<file path="config.mk">
export PLATFORM = sky130hd
export DESIGN_NAME = egress_voq
export DESIGN_NICKNAME = d
export VERILOG_FILES = /design/src/rtl/egress_voq.sv
export SDC_FILE = /design/constraint.sdc
export NUM_CORES = 1
export LEC_CHECK = 0
export ABC_AREA = 1
export BUFFER_PORTS_ARGS = -buffer_cell sky130_fd_sc_hd__buf_4
export CAP_MARGIN = 10
export CORE_AREA = 2 2 143 145
export CTS_CLUSTER_DIAMETER = 80
export DETAILED_ROUTE_END_ITERATION = 7
export DIE_AREA = 0 0 145 147
export GPL_TIMING_DRIVEN = 0
export SKIP_CTS_REPAIR_TIMING = 1
export SKIP_LAST_GASP = 1
export SYNTH_ARGS = -nofsm -noshare
export SYNTH_HDL_FRONTEND = slang
export SYNTH_SLANG_ARGS = --single-unit
export TNS_END_PERCENT = 50
</file>
<file path="constraint.sdc">
create_clock -name clk -period 2.95 [get_ports clk]
set_clock_uncertainty 0.15 [all_clocks]
set_input_delay 0.295 -clock clk [delete_from_list [all_inputs] [get_ports clk]]
set_output_delay 0.295 -clock clk [all_outputs]
set_load 0.1 [all_outputs]
</file>
<file path="src/rtl/egress_voq.sv">
// Per-egress-port virtual output queue: FIFO of frame start pointers with a FWFT dequeue.
// The optional saturating drop counter is enabled by defining VOQ_DROP_STATS_EN.
module egress_voq #(
    parameter int DEPTH        = 16,
    parameter int ADDR_W       = 12,
    parameter int AFULL_THRESH = DEPTH - 2
) (
    input  logic                       clk,
    input  logic                       rst,
    input  logic                       write_req_i,
    input  logic [ADDR_W-1:0]          start_ptr_i,
    input  logic                       flush_i,
    input  logic                       deq_ready_i,
    output logic                       deq_valid_o,
    output logic [ADDR_W-1:0]          deq_ptr_o,
    output logic [$clog2(DEPTH+1)-1:0] count_o,
    output logic                       full_o,
    output logic                       almost_full_o,
    output logic                       drop_o
`ifdef VOQ_DROP_STATS_EN
    ,
    output logic [15:0]                drop_count_o
`endif
);

    localparam int IDX_W = $clog2(DEPTH);
    localparam int PTR_W = IDX_W + 1;
    localparam int CNT_W = $clog2(DEPTH + 1);
    localparam logic [CNT_W-1:0] FULL_CNT  = CNT_W'(DEPTH);
    localparam logic [CNT_W-1:0] AFULL_CNT = CNT_W'(AFULL_THRESH);

    logic [ADDR_W-1:0] mem [DEPTH];

    logic [PTR_W-1:0] wr_ptr, rd_ptr;
    logic [PTR_W-1:0] wr_nxt, rd_nxt;
    logic [CNT_W-1:0] count_q, count_nxt;
    logic             full_q, afull_q, drop_q;
    logic             pop, push_ok, drop_nxt;

    always_comb begin
        pop      = (count_q != '0) && deq_ready_i && !flush_i;
        // A full queue still accepts a write when the same edge frees the head slot.
        push_ok  = write_req_i && !flush_i && ((count_q != FULL_CNT) || pop);
        drop_nxt = write_req_i && !push_ok;
        wr_nxt   = wr_ptr + PTR_W'(push_ok);
        rd_nxt   = flush_i ? wr_ptr : (rd_ptr + PTR_W'(pop));
        count_nxt = CNT_W'(wr_nxt - rd_nxt);
    end

    always_ff @(posedge clk) begin
        if (rst) begin
            wr_ptr  <= '0;
            rd_ptr  <= '0;
            count_q <= '0;
            full_q  <= 1'b0;
            afull_q <= 1'b0;
            drop_q  <= 1'b0;
        end else begin
            wr_ptr  <= wr_nxt;
            rd_ptr  <= rd_nxt;
            count_q <= count_nxt;
            full_q  <= (count_nxt == FULL_CNT);
            afull_q <= (count_nxt >= AFULL_CNT);
            drop_q  <= drop_nxt;
        end
    end

    // Storage is deliberately left uninitialised on reset.
    always_ff @(posedge clk) begin
        if (!rst && push_ok) begin
            mem[wr_ptr[IDX_W-1:0]] <= start_ptr_i;
        end
    end

`ifdef VOQ_DROP_STATS_EN
    logic [15:0] drop_cnt_q;

    always_ff @(posedge clk) begin
        if (rst) begin
            drop_cnt_q <= '0;
        end else if (drop_nxt && (drop_cnt_q != 16'hFFFF)) begin
            drop_cnt_q <= drop_cnt_q + 16'd1;
        end
    end

    assign drop_count_o = drop_cnt_q;
`endif

    assign deq_valid_o   = (count_q != '0);
    assign deq_ptr_o     = mem[rd_ptr[IDX_W-1:0]];
    assign count_o       = count_q;
    assign full_o        = full_q;
    assign almost_full_o = afull_q;
    assign drop_o        = drop_q;

endmodule

</file>
==> metrics.md, run 1 <==
| Metric | Value |
|---|---|
| Status | `finished, violations left` |
| Failing checks | `negative hold slack` |
| Worst-margin pin slew | `0.899 ns` |
| Post-DP HPWL | `15000 um` |
| Vias | `5631` |
| Largest net degree at the start of global routing | `17` |
| RSZ-0062 raised after global routing | `true` |
| DIE HEIGHT | `147 um` |
| Comb pwr share | `13.3%` |
| CP Launch Type | `flop` |
| Leakage | `3.72 nW` |
| Max transition margin | `39.7%` |
| Max Clk Rate | `343 MHz` |
| Post-synth top area share | `65.6%` |
| Peak supply drop | `0.460 mV` |
| Number of synthesized flops with an enable pin | `192` |
| Clock Pin Slew Worst Setup and Hold Paths | `0.06 ns` |
| Post-synth top cells | `edfxtp_1 (192), inv_1 (71), o21ai_0 (56), a21oi_1 (50), nand2_1 (50)` |
| CTS H-tree lvls | `1` |
| Placed insts | `989` |
| Worst path slowest cell | `clkbuf_1` |
| Root buffer cell | `clkbuf_16` |
| Final Hold Viols | `13` |
| Period utilization | `98.8%` |
| Clk Latency, worst-skew pair | `0.49 ns` |
| Seq pwr share | `46.6%` |
| Clock sink count | `210` |
| Max stage delay on crit path | `0.51 ns` |
| Worst path arrival time | `2.47 ns` |
| Async SR Flop Fraction | `0%` |
| Io pins | `38` |
| Netlist cell types | `32` |
| Core footprint | `19800 um2` |
| Routed Antenna Nets | `0` |
| Final global-route overflow total | `0` |
| TritonCTS clock tree | `yes` |
| Critical path class | `flop to output port` |
| Syn nets | `691` |
| CP Max Fanout | `10` |
| Critical Path RT | `2.51 ns` |
| Total CTS buffers | `22` |
| CP Launch Point | `rd_ptr[0]$_SDFF_PP0_` |
| Final setup viols | `0` |
| Initial core utilization | `44.3%` |
| Post-Synthesis Cells | `666` |
| Chip Width | `145 um` |
| Antenna fix cells | `0` |
| First drt pass iteration count | `5` |
| Mapped cell area | `8790 um2` |
| Sequential cell area | `6140 um2` |
| Syn-to-layout area delta | `20.7%` |
| Top-count cell post-synth | `edfxtp_1` |
| Cell row count | `52` |
| Port bufs | `37` |
| Sw Ratio | `25.1%` |
| Min Tclk post-route | `2.91 ns` |
| Avg WL per Cell | `21.3 um` |
| Worst r2r src | `count_o[1]$_SDFF_PP0_` |
| Fillers | `1642` |
| Via density per instance | `5.40` |
| Residual DRC count | `0` |
| Pwr Density | `666 nW/um2` |
| Max_cap viols | `0` |
| Synth Warn # | `0` |
| Final setup TNS | `0 ns` |
| Final wirelength | `22200 um` |
| Hold_ws | `-0.00467 ns` |
| Largest buffer count on any clock path | `3` |
| Most used cell, CP | `o21ai_0` |
| Seq/Total Area, Yosys | `69.7%` |
| Final #Nets | `783` |
| Global-route wire length before repair | `33400 um` |
| Total GRT Usage | `20.8%` |
| Top_reg_cell synth | `edfxtp_1` |
| Seq cells post-synth | `210` |
| Worst hold start | `start_ptr_i[0]` |
| Multi-input logic area | `2240 um2` |
| Initial antenna violation count | `0` |
| Gpl congestion | `0.822` |
| Crit path cell chain | `buf_6 -> clkbuf_1 -> o21ai_0 -> o21ai_0 -> o211ai_1 -> nand2_1 -> buf_4` |
| Clk pwr share | `40.1%` |
| Hold crit path type | `input pin to flop` |
| Syn Area/Cell | `13.2 um2` |
| Largest area contributor in the netlist | `edfxtp_1` |
| Number of global-route vias before repair | `5632` |
| Psw | `1.77 mW` |
| P_int | `5.30 mW` |
| DRT iter0 DRCs | `429` |
| Post-Layout Cell Count | `1042` |
| Max Slew Vio Count | `0` |
| Die area | `21300 um2` |
| Post-layout util | `53.5%` |
| Share of cells above drive strength 1 | `19.4%` |
| Largest cells by area after synthesis | `edfxtp_1 (66%), mux2i_1 (5.5%), dfxtp_1 (4.1%)` |
| CP endpoint kind | `output port` |
==> cell type report <==
cell class / count / share of cell area [%]
buffer: 37 / 2.43
clock buffer: 26 / 5.53
clock inverter: 12 / 1.45
inverter: 76 / 2.71
multi-input combinational: 343 / 21.1
sequential: 210 / 57.9
tap: 270 / 3.18
timing repair buffer: 68 / 5.70
==> worst max-delay path, delay by kind of cell (launching register included) <==
| family | cells | cell delay [ns] |
|---|---|---|
| buffers and inverters | 3 | 0.96 |
| AND/OR/NAND/NOR | 1 | 0.13 |
| flip-flops | 1 | 0.34 |
| AO/OA/AOI/OAI | 3 | 0.54 |
==> layer usage <==
layer / up-vias / routed length, um / global-route usage [%]
met3: 46 / 1430 / 2.73
met4: 0 / 730 / 7.82
met5: - / 0 / 0
li1: 2614 / - / -
met1: 2755 / 9280 / 27.4
met2: 216 / 10700 / 35.6
==> registers in the layout, indices dropped and copies added (netlist names) <==
| signal | cells |
|---|---|
| mem | 192 |
| count_o | 5 |
| rd_ptr | 5 |
| wr_ptr | 5 |
| almost_full_o | 1 |
| drop_o | 1 |
| full_o | 1 |
==> power groups by stage <==
stage | clock (mW) | sequential [mW] | combinational (mW)
global route | 2.98 | 3.30 | 1.00
detailed placement | 0 | 3.36 | 0.921
CTS | 2.87 | 3.29 | 0.922
finish | 2.83 | 3.29 | 0.943
floorplan | 0 | 3.46 | 0.552
global placement | 0 | 3.36 | 0.903
==> cells in the final DEF, fill, tap and decap left out, types with 3 or more instances in the layout <==
| master | count |
|---|---|
| a21oi_1 | 50 |
| buf_12 | 3 |
| buf_2 | 10 |
| buf_4 | 39 |
| buf_6 | 21 |
| bufinv_16 | 4 |
| clkbuf_1 | 16 |
| clkbuf_16 | 23 |
| clkbuf_2 | 4 |
| clkinv_1 | 7 |
| dfxtp_1 | 13 |
| dfxtp_4 | 5 |
| dlygate4sd3_1 | 14 |
| edfxtp_1 | 192 |
| ha_1 | 6 |
| inv_1 | 70 |
| inv_2 | 5 |
| mux2i_1 | 48 |
| nand2_1 | 49 |
| nand2_2 | 8 |
| nand3_1 | 18 |
| nand3_2 | 5 |
| nand4_1 | 4 |
| nor2_1 | 16 |
| nor3_2 | 16 |
| o211ai_1 | 48 |
| o21ai_0 | 55 |
| o21ai_1 | 11 |
==> cell families (layout without fill, tap and decap cells) <==
kind of cell	after synthesis	after routing	synth area share (%)
XOR/XNOR	1	1	0.0996
AO/OA/AOI/OAI	166	166	10.9
adder cells (fa/ha/maj)	8	8	1.22
AND/OR/NAND/NOR	120	120	6.52
multiplexers	48	48	5.46
buffers and inverters	113	219	6.16
flip-flops	210	210	69.7
==> final timing paths <==
kind | slack, ns | to | cells after the start
max | 0.04 | deq_ptr_o[5] | 7
min reg2reg | 0.40 | rd_ptr[0]$_SDFF_PP0_ | 2
max reg2reg | 0.22 | full_o$_SDFF_PP0_ | 16
min | -0.005 | mem[4][0]$_DFFE_PP_ | 1
==> metrics by stage <==
| stage | cell area [um2] | power (mW) | setup WS, ns |
|---|---|---|---|
| floorplan | 8830 | 4.02 | 0.0573 |
| global placement | 9450 | 4.26 | -0.696 |
| detailed placement | 9710 | 4.28 | 0.141 |
| CTS | 10400 | 7.09 | 0.0450 |
| global route | 10600 | 7.28 | -0.0210 |
| finish | 10600 | 7.07 | 0.0368 |
Note: power is estimated with default switching activity, not from simulation.
==> run 2: changes to the inputs <==
--- a/config.mk
+++ b/config.mk
@@ -5,13 +5,12 @@
 export SDC_FILE = /design/constraint.sdc
 export NUM_CORES = 1
 export LEC_CHECK = 0
-export ABC_AREA = 1
-export BUFFER_PORTS_ARGS = -buffer_cell sky130_fd_sc_hd__buf_4
 export CAP_MARGIN = 10
-export CORE_AREA = 2 2 143 145
+export CORE_AREA = 2 2 140 142
 export CTS_CLUSTER_DIAMETER = 80
 export DETAILED_ROUTE_END_ITERATION = 7
-export DIE_AREA = 0 0 145 147
+export DIE_AREA = 0 0 142 144
+export DONT_BUFFER_PORTS = 1
 export GPL_TIMING_DRIVEN = 0
 export SKIP_CTS_REPAIR_TIMING = 1
 export SKIP_LAST_GASP = 1
==> constraint.sdc (replaced) <==
create_clock -name clk -period 3.17 [get_ports clk]
set_clock_uncertainty 0.15 [all_clocks]
set_input_delay 0.317 -clock clk [delete_from_list [all_inputs] [get_ports clk]]
set_output_delay 0.317 -clock clk [all_outputs]
set_load 0.1 [all_outputs]
==> metrics.md, run 2 <==
| Metric | Value |
|---|---|
| Synth Warn # | `0` |
| Seq pwr share | `51.8%` |
| Sequential cell area | `6140 um2` |
| Min Tclk post-route | `3.92 ns` |
| Clock Pin Slew Worst Setup and Hold Paths | `0.06 ns` |
| Critical Path Stages | `13` |
| Adder-Cell Fraction of Synth Area | `1.29%` |
| CTS H-tree lvls | `1` |
| Post-Layout Cell Count | `706` |
| Total GRT Usage | `17.4%` |
| Netlist cell types | `44` |
| Worst-case reg-to-reg path depth | `13` |
| Initial core utilization | `43.7%` |
| Final global-route overflow total | `0` |
| Comb pwr share | `7.8%` |
| Max Clk Rate | `255 MHz` |
| Max_cap viols | `0` |
| Post-DP HPWL | `10900 um` |
| CP Launch Type | `flop` |
| Residual DRC count | `0` |
| Multiplexer share of the synthesized area | `16.5%` |
| Worst path slowest cell | `or4_4` |
| Core footprint | `19100 um2` |
| Worst path bufs/invs | `1` |
| Failing checks | `negative setup slack` |
| Global-route wire length before repair | `25600 um` |
| Seq/Total Area, Yosys | `73.5%` |
| Share of cells above drive strength 1 | `31.0%` |
| Cell row count | `51` |
| Post-Synth Simple-Gate Area | `3.75%` |
| DRT iter0 DRCs | `307` |
| Chip Width | `142 um` |
| Via density per instance | `5.75` |
| Number of global-route vias before repair | `4211` |
| Root buffer cell | `clkbuf_16` |
| Syn nets | `427` |
| Max transition margin | `36.2%` |
| Status | `finished, violations left` |
| Syn-to-layout area delta | `16.9%` |
| RSZ-0062 raised after global routing | `true` |
| CP Max Fanout | `4` |
| Crit path cell chain | `or4_4 -> nand2b_4 -> and3_4 -> ha_4 -> mux2_4 -> ha_4 -> inv_2 -> fa_2 -> o21ai_1 -> a21boi_1 -> o221a_1 -> or3_1 -> a2111oi_2` |
| Max Slew Vio Count | `0` |
| Leakage | `3.03 nW` |
| Pwr Density | `619 nW/um2` |
| Routed Antenna Nets | `0` |
| Most used cell, CP | `ha_4` |
| TritonCTS clock tree | `yes` |
| Final Hold Viols | `0` |
| Number of synthesized flops with an enable pin | `192` |
| Vias | `4061` |
| Avg WL per Cell | `24.8 um` |
| Io pins | `38` |
| Main combinational cell family by area after synthesis | `multiplexers` |
| Top_reg_cell synth | `edfxtp_1` |
| Final wirelength | `17500 um` |
| Placed Area | `8840 um2` |
| DIE HEIGHT | `144 um` |
| Max stage delay on crit path | `0.57 ns` |
| Most frequent cells in the layout | `edfxtp_1 (192), mux4_2 (60), clkbuf_16 (23)` |
| Psw | `1.38 mW` |
| Gpl congestion | `0.725` |
| Worst-margin pin slew | `0.956 ns` |
| Final setup viols | `15` |
| Period utilization | `124%` |
| Synth Area in Compound Gates | `1.88%` |
| Die area | `20400 um2` |
| Mapped cell area | `8340 um2` |
| Post-layout instance area | `9750 um2` |
| Multi-input logic area | `2190 um2` |
| Placed insts | `650` |
| Fillers | `1511` |
| Peak supply drop | `0.364 mV` |
| Cell family with most CP delay | `simple AND/OR/NAND/NOR gates` |
| Post-synth top cells | `edfxtp_1 (192), mux4_2 (60), nor2_1 (25), dfxtp_1 (18), nor2b_1 (9)` |
| Largest area contributor in the netlist | `edfxtp_1` |
| Initial antenna violation count | `0` |
| Worst path arrival time | `4.17 ns` |
| Clock sink count | `210` |
| CP endpoint kind | `flop` |
| WHS Path Cells | `2` |
| Post-Synthesis Cells | `402` |
| Critical path class | `flop to flop` |
| Hold crit path type | `input pin to flop` |
| Clk Latency, worst-skew pair | `0.50 ns` |
| Syn Area/Cell | `20.7 um2` |
| Largest cells by area after synthesis | `edfxtp_1 (69%), mux4_2 (16%), dfxtp_1 (4.3%)` |
| Final #Nets | `476` |
| Post-synth top area share | `69.2%` |
| Post-synthesis xor/xnor area fraction | `1.53%` |
| Clk pwr share | `40.4%` |
| Total CTS buffers | `23` |
| Antenna fix cells | `0` |
| Port bufs | `0` |
| Fin worst setup slack | `-0.745 ns` |
| P_int | `4.65 mW` |
| Critical Path RT | `3.43 ns` |
| Max reg flops | `192` |
| First drt pass iteration count | `4` |
| Largest buffer count on any clock path | `3` |
| Largest net degree at the start of global routing | `17` |
| Seq cells post-synth | `210` |
| Sw Ratio | `22.9%` |
| Top-count cell post-synth | `edfxtp_1` |
| Commonest non-fill, non-tap cell in the layout | `edfxtp_1` |
| Async SR Flop Fraction | `0%` |
| Post-layout util | `51.1%` |
run 2: cell count changes in the layout (fill, tap and decap cells not counted), moves of 13 or more:
cell / before / now
a21oi_1: 50 / 4
buf_4: 39 / 6
inv_1: 70 / 5
mux2i_1: 48 / 0
mux4_2: 0 / 60
nand2_1: 49 / 3
nand3_1: 18 / 5
o211ai_1: 48 / 1
o21ai_0: 55 / 3
run 2: final cells by class:
class / instances / area share [%]
flip-flops and latches: 210 / 63.0
inverters: 6 / 0.231
well taps: 238 / 3.05
multi-input cells: 166 / 22.5
repair buffers: 24 / 2.49
clock inverters: 6 / 0.334
clock buffers: 36 / 6.82
plain buffers: 20 / 1.57
run 2: cells by family (layout without fill, tap and decap cells):
kind of cell	count (synthesis)	after routing
AO/OA/AOI/OAI	21	21
multiplexers	62	62
adder cells (fa/ha/maj)	8	8
buffers and inverters	26	92
flip-flops	210	210
XOR/XNOR	13	13
AND/OR/NAND/NOR	62	62
run 2: worst paths after layout:
check / from / to / slack, ns
max: count_o[1]$_SDFF_PP0_ / full_o$_SDFF_PP0_ / -0.75
min: write_req_i / drop_o$_SDFF_PP0_ / 0.002
max reg2reg: count_o[1]$_SDFF_PP0_ / full_o$_SDFF_PP0_ / -0.75
min reg2reg: wr_ptr[4]$_SDFF_PP0_ / wr_ptr[4]$_SDFF_PP0_ / 0.43
run 2: layer usage:
layer,up-vias,part of all wire [%],GRT usage (%)
met5,-,0,0
met4,0,3.1,6.84
met3,40,5.2,3.15
met2,127,49,29.2
met1,2132,42,22.9
li1,1762,-,-
run 2: power by group through the flow:
| stage | clock (mW) | sequential (mW) | combinational, mW |
|---|---|---|---|
| 2_1_floorplan | 0 | 3.18 | 0.354 |
| 3_3_place_gp | 0 | 3.18 | 0.412 |
| 3_5_place_dp | 0 | 3.18 | 0.418 |
| 4_1_cts | 2.49 | 3.12 | 0.420 |
| 5_1_grt | 2.59 | 3.13 | 0.502 |
| 6_report | 2.43 | 3.13 | 0.470 |
run 2: metrics by stage:
| stage | hold slack (ns) | worst slack (ns) | total power [mW] | TNS, ns |
|---|---|---|---|---|
| floorplan | 0.266 | -0.603 | 3.53 | -1.41 |
| global placement | 0.267 | -1.10 | 3.59 | -61.23 |
| detailed placement | 0.267 | -0.735 | 3.60 | -2.89 |
| CTS | -0.262 | -0.737 | 6.03 | -8.56 |
| global route | -0.000621 | -0.888 | 6.22 | -6.76 |
| finish | 0.00201 | -0.745 | 6.03 | -3.00 |
